$ cat src/rtl/cory_demuxn_if.sv
// Handshake bundle for cory_demuxn: the master side is the producer, the select source and the channel consumers.
interface cory_demuxn_if #(
  parameter int N = 8,
  parameter int M = 8,
  parameter int S = $clog2(M),
  parameter int L = 2
);
  logic           i_a_v;
  logic [N-1:0]   i_a_d;
  logic           o_a_r;
  logic           i_s_v;
  logic [S-1:0]   i_s_d;
  logic           o_s_r;
  logic [M-1:0]   o_z_v;
  logic [M*N-1:0] o_z_d;
  logic [M-1:0]   i_z_r;
  logic [M*L-1:0] o_lvl;

  modport master (
    output i_a_v, i_a_d, i_s_v, i_s_d, i_z_r,
    input  o_a_r, o_s_r, o_z_v, o_z_d, o_lvl
  );

  modport slave (
    input  i_a_v, i_a_d, i_s_v, i_s_d, i_z_r,
    output o_a_r, o_s_r, o_z_v, o_z_d, o_lvl
  );
endinterface

$ cat src/rtl/cory_demuxn.sv
// Select-steered valid/ready demux into M channels, each with a Q-deep FIFO and occupancy readout.
// Optional sticky out-of-range select flag: define CORY_DEMUXN_ERR_EN.
module cory_demuxn #(
  parameter int N = 8,
  parameter int M = 8,
  parameter int S = $clog2(M),
  parameter int Q = 2,
  parameter int L = (Q == 0) ? 1 : $clog2(Q + 1)
) (
  input  logic         clk,
  input  logic         reset_n,
  cory_demuxn_if.slave bus
`ifdef CORY_DEMUXN_ERR_EN
  ,
  output logic         o_err,
  output logic [S-1:0] o_err_sel
`endif
);
  logic [M-1:0]   hit;
  logic [M-1:0]   cr;
  logic [M-1:0]   push;
  logic [M-1:0]   z_v;
  logic [M*N-1:0] z_d;
  logic [M*L-1:0] lvl;
  logic           in_range;
  logic           sel_rdy;
  logic           acc;

  // Out-of-range selects are always ready so the beat is consumed and dropped.
  assign in_range = (32'(bus.i_s_d) < M);
  assign sel_rdy  = in_range ? |(hit & cr) : 1'b1;
  assign acc      = bus.i_a_v && bus.i_s_v && sel_rdy;

  assign bus.o_a_r = acc;
  assign bus.o_s_r = acc;
  assign bus.o_z_v = z_v;
  assign bus.o_z_d = z_d;
  assign bus.o_lvl = lvl;

  generate
    for (genvar gi = 0; gi < M; gi++) begin : g_ch
      assign hit[gi]  = (32'(bus.i_s_d) == gi);
      assign push[gi] = acc && hit[gi];

      if (Q > 0) begin : g_fifo
        localparam int PW = (Q > 1) ? $clog2(Q) : 1;

        logic [N-1:0]  mem [2**PW];
        logic [PW-1:0] wr_ptr_reg;
        logic [PW-1:0] rd_ptr_reg;
        logic [PW-1:0] wr_ptr_next;
        logic [PW-1:0] rd_ptr_next;
        logic [L-1:0]  cnt_reg;
        logic          pop;

        assign pop         = z_v[gi] && bus.i_z_r[gi];
        assign wr_ptr_next = (wr_ptr_reg == PW'(Q - 1)) ? '0 : wr_ptr_reg + PW'(1);
        assign rd_ptr_next = (rd_ptr_reg == PW'(Q - 1)) ? '0 : rd_ptr_reg + PW'(1);

        always_ff @(posedge clk) begin
          if (!reset_n) begin
            wr_ptr_reg <= '0;
            rd_ptr_reg <= '0;
            cnt_reg    <= '0;
          end else begin
            if (push[gi]) wr_ptr_reg <= wr_ptr_next;
            if (pop)      rd_ptr_reg <= rd_ptr_next;
            if (push[gi] && !pop)      cnt_reg <= cnt_reg + L'(1);
            else if (pop && !push[gi]) cnt_reg <= cnt_reg - L'(1);
          end
        end

        // Storage is not reset; occupancy alone decides what is visible.
        always_ff @(posedge clk) begin
          if (push[gi]) mem[wr_ptr_reg] <= bus.i_a_d;
        end

        // A pop in the same cycle does not free the slot, so full is purely registered.
        assign cr[gi]          = (cnt_reg != L'(Q));
        assign z_v[gi]         = (cnt_reg != '0);
        assign z_d[gi*N +: N]  = z_v[gi] ? mem[rd_ptr_reg] : '0;
        assign lvl[gi*L +: L]  = cnt_reg;
      end else begin : g_pass
        assign z_v[gi]         = bus.i_a_v && bus.i_s_v && hit[gi];
        assign z_d[gi*N +: N]  = z_v[gi] ? bus.i_a_d : '0;
        assign cr[gi]          = bus.i_z_r[gi];
        assign lvl[gi*L +: L]  = '0;
      end
    end
  endgenerate

`ifdef CORY_DEMUXN_ERR_EN
  logic         err_reg;
  logic [S-1:0] err_sel_reg;

  // Only the first offending select is kept; later ones leave the capture alone.
  always_ff @(posedge clk) begin
    if (!reset_n) begin
      err_reg     <= 1'b0;
      err_sel_reg <= '0;
    end else if (acc && !in_range && !err_reg) begin
      err_reg     <= 1'b1;
      err_sel_reg <= bus.i_s_d;
    end
  end

  assign o_err     = err_reg;
  assign o_err_sel = err_sel_reg;
`endif

`ifdef SIM
  always_ff @(posedge clk) begin
    if (reset_n && acc && !in_range)
      $display("cory_demuxn: warning, out-of-range select %0d dropped", bus.i_s_d);
  end
`endif
endmodule

$ cat src/flat_wrapper.sv
// flat-port wrapper written by rule: the top's interface ports become plain ports
module cory_demuxn_flat 
#(
  parameter int N = 8,
  parameter int M = 8,
  parameter int S = $clog2(M),
  parameter int Q = 2,
  parameter int L = (Q == 0) ? 1 : $clog2(Q + 1)
)
  (clk, reset_n, bus_i_a_v, bus_i_a_d, bus_i_s_v, bus_i_s_d, bus_i_z_r, bus_o_a_r, bus_o_s_r, bus_o_z_v, bus_o_z_d, bus_o_lvl);
  cory_demuxn_if #(.N(N), .M(M), .S(S), .L(L)) bus_i ();
  input  logic clk;
  input  logic reset_n;
  input wire logic [$bits(bus_i.i_a_v)-1:0] bus_i_a_v;
  input wire logic [$bits(bus_i.i_a_d)-1:0] bus_i_a_d;
  input wire logic [$bits(bus_i.i_s_v)-1:0] bus_i_s_v;
  input wire logic [$bits(bus_i.i_s_d)-1:0] bus_i_s_d;
  input wire logic [$bits(bus_i.i_z_r)-1:0] bus_i_z_r;
  output wire logic [$bits(bus_i.o_a_r)-1:0] bus_o_a_r;
  output wire logic [$bits(bus_i.o_s_r)-1:0] bus_o_s_r;
  output wire logic [$bits(bus_i.o_z_v)-1:0] bus_o_z_v;
  output wire logic [$bits(bus_i.o_z_d)-1:0] bus_o_z_d;
  output wire logic [$bits(bus_i.o_lvl)-1:0] bus_o_lvl;
  assign bus_i.i_a_v = bus_i_a_v;
  assign bus_i.i_a_d = bus_i_a_d;
  assign bus_i.i_s_v = bus_i_s_v;
  assign bus_i.i_s_d = bus_i_s_d;
  assign bus_i.i_z_r = bus_i_z_r;
  assign bus_o_a_r = bus_i.o_a_r;
  assign bus_o_s_r = bus_i.o_s_r;
  assign bus_o_z_v = bus_i.o_z_v;
  assign bus_o_z_d = bus_i.o_z_d;
  assign bus_o_lvl = bus_i.o_lvl;
  cory_demuxn #(.N(N), .M(M), .S(S), .Q(Q), .L(L)) u_core (.clk(clk), .reset_n(reset_n), .bus(bus_i));
endmodule
$ cat config.mk
export PLATFORM = sky130hd
export DESIGN_NAME = cory_demuxn_flat
export DESIGN_NICKNAME = d
export VERILOG_FILES = /design/src/rtl/cory_demuxn_if.sv /design/src/rtl/cory_demuxn.sv /design/src/flat_wrapper.sv
export SDC_FILE = /design/constraint.sdc
export NUM_CORES = 1
export LEC_CHECK = 0
export ABC_AREA = 0
export CAP_MARGIN = 20
export CORE_UTILIZATION = 53
export DETAILED_ROUTE_END_ITERATION = 7
export PLACE_DENSITY = 0.78
export REMOVE_ABC_BUFFERS = 1
export SYNTH_ARGS = -nofsm -noshare
export SYNTH_HDL_FRONTEND = slang
export SYNTH_SLANG_ARGS = --single-unit
$ cat constraint.sdc
create_clock -name clk -period 3 [get_ports clk]
set_input_delay 0.3 -clock clk [delete_from_list [all_inputs] [get_ports clk]]
set_output_delay 0.3 -clock clk [all_outputs]
set_load 0.005 [all_outputs]
==> flow_summary.yaml <==
clocking:
  cts-root-buf: "clkbuf_16"
  htreeDepth: 4
  cts_buffer_depth: 2
  cts_resized: 0
  cts_buffers: 17
  clock_latency_ps: 420
  postCtsSetupBuffers: 0
  cts_hold_buf: 0
  numClockSinks: 168
  clk_pin_slew_ps: 60
  cts_tree: "done"
sta:
  timing.fmax_mhz: 350
  maxSlewViolCount: 0
  whs_ps: 480
  finClkSkew_ps: 6.54
  finalWorstSetupSlack_ps: 146
  tightest_slew_ps: 838
  fin_crit_sh_pct: 95.1
  setup_tns_ps: 0
  setup_viol: 0
  rsz0062_at_grt: "no"
  hold_viol: 0
  period_minus_slack_ps: 2850
  maxSlewHeadroom_pct: 44.0
critical_path:
  crit_chain: "clkdlybuf4s50_1, or3b_1, o22ai_2, a221oi_4, a21oi_1, clkdlybuf4s50_1"
  critical-path-top-delay-family: "buffers and inverters"
  slowest_delay_ps: 600
  critPathCaptureType: "output pin"
  cp-start-kind: "input pin"
  cp.arrival_ps: 2550
  worstPathMaxFanout: 9
  critPathSlowestCell: "clkdlybuf4s50_1"
  path_buf_inv: 2
  required_ps: 2700
  criticalPathCategory: "input pin to output pin"
  r2r_slack_ps: 550
  worst_path_most_repeated_cell: "clkdlybuf4s50_1"
layout:
  syn_to_final_growth_pct: 29.6
  multi_input_area_um2: 2110
  regArea_um2: 4640
  final_core_util_pct: 70.3
  largest_reg_flops: 128
  nets: 654
  nFillCells: 880
  insertedDiodeCount: 0
  postLayoutCellArea_um2: 8870
  drive_gt1_share_pct: 9.12
  instances_no_fill: 808
logic_synthesis:
  synth-adder-area-share_pct: 1.46
  synthDominantCellAreaShare_pct: 56.2
  synth_compound_area_share_pct: 3.93
  synth.avg_cell_area_um2: 14.0
  yosysWarnings: 0
  synth_top_family_by_area: "simple AND/OR/NAND/NOR gates"
  yosysSeqAreaShare_pct: 67.9
  yosysTopAreaCell: "edfxtp_1"
  synth-simple-area-share_pct: 11.9
  synthDistinctLibCells: 29
  synth_area_um2: 6840
  muxShareOfSynthArea_pct: 10.5
  netlist_instances: 490
  async_flop_share_pct: 0
  synthXorXnorAreaFrac_pct: 3.07
  ys_seq_elements: 168
  synthTopCellsByArea: "edfxtp_1 (56%), dfxtp_1 (12%), mux2i_1 (11%)"
  synth_top_flop_cell: "edfxtp_1"
  synth_edf_count: 128
pwr:
  powerDensity_nw_per_um2: 747
  power_mw: 6.62
  p_leak_nw: 3.03
  max-vdd-ir-drop_mv: 0.561
floorplanning:
  die_area_um2: 13400
  fp.coreArea_um2: 12600
  std_cell_rows: 41
  start_util_pct: 54.2
  die_w_um: 116
  io-pin-count: 113
  die_height_um: 116
run:
  drv_cap: 0
global_route:
  grt_max_degree: 49
  grt_antenna_before_repair: 0
  grt_first_pass_wirelength_um: 22000
  grt_pass1_vias: 4086
  gr-usage-all-layers_pct: 22.9
  grt-ovfl-total: 0
placement:
  postPlaceCellArea_um2: 8240
  dp_hpwl_um: 9520
  port_buffers: 112
  dp_slack_ps: 38.6
  placed_cells: 776
  gp_congestion: 0.780
routing:
  wl_per_cell_um: 17.6
  firstDrtPassIters: 6
  drtIter0Drc: 211
  drt_wl_total_um: 14200
  antenna_left: 0
  vias: 4207
  routed_via_density: 5.21
  drcViolationCount: 0
run_status:
  outcome: "finished, final reports clean"
hold_path:
  hold_path_class: "register to register"
[worst min-delay path, stage by stage (launching register included)]
cell and delay [ps]:
dfxtp_1 330, nand2_1 60, mux2i_1 50
[layer usage]
| layer | track usage, % | vias to the layer above | routed length (um) |
|---|---|---|---|
| li1 | - | 2002 | - |
| met3 | 4.13 | 20 | 543 |
| met5 | 0 | - | 0 |
| met1 | 29.2 | 2083 | 6090 |
| met2 | 39.4 | 102 | 7360 |
| met4 | 8.38 | 0 | 233 |
[cells in the mapped netlist, types with 8 or more instances]
cell type and number:
nor2b_1 12, dfxtp_1 40, xnor2_1 16, a21boi_0 8
o21ai_0 8, and2_1 33, or3_1 8, edfxtp_1 128
ha_1 8, nor2_1 73, inv_1 8, mux2i_1 72
nand2b_1 12, nand2_1 22, clkbuf_1 13, xor2_1 8
[logic make-up (layout without fill, tap and decap cells)]
family / count (synthesis) / count (layout)
buffers and inverters: 22 / 168
AO/OA/AOI/OAI: 29 / 29
XOR/XNOR: 24 / 24
flip-flops: 168 / 168
adder cells (fa/ha/maj): 8 / 8
multiplexers: 72 / 72
AND/OR/NAND/NOR: 167 / 167
[final timing paths]
path	start	endpoint	depth (start not counted)
min	u_core.g_ch[7].g_fifo.wr_ptr_reg	u_core.g_ch[7].g_fifo.wr_ptr_reg	2
max	bus_i_s_d[0]	bus_o_a_r	6
max reg2reg	u_core.g_ch[7].g_fifo.cnt_reg[1]	u_core.g_ch[5].g_fifo.cnt_reg[1]	7
min reg2reg	u_core.g_ch[7].g_fifo.wr_ptr_reg	u_core.g_ch[7].g_fifo.wr_ptr_reg	2
[layout by cell type (no fill, tap or decap), types with 2 or more instances in the layout]
cell             instances
a211oi_2                 3
clkdlybuf4s50_1        112
a221oi_4                 2
inv_1                    8
xor2_1                   8
nor2_1                  73
nand2_1                 22
buf_4                   16
a21boi_0                 8
o21ai_0                  8
dfxtp_1                 40
nand2b_1                12
clkbuf_16               17
edfxtp_1               128
or3_1                    8
nor3b_1                  2
ha_1                     8
mux2i_1                 72
and2_1                  33
bufinv_16                4
clkbuf_8                 2
xnor2_1                 16
clkinvlp_4               3
a21oi_2                  4
nor2b_1                 12
nand3b_1                 2
clkinv_2                 4
[final cells by class]
cell class / instances / area share, %
clock buffer: 19 / 5.11
clock inverter: 13 / 1.97
inverter: 8 / 0.339
multi-input combinational: 300 / 23.8
sequential: 168 / 52.4
tap: 172 / 2.43
timing repair buffer: 128 / 14.0
[power breakdown]
group	switching (mW)	total, mW	internal [mW]
sequential	0.205	2.83	2.62
combinational	0.614	1.51	0.895
clock	0.860	2.29	1.43
total	1.68	6.62	4.95
Note: power is estimated with default switching activity, not from simulation.
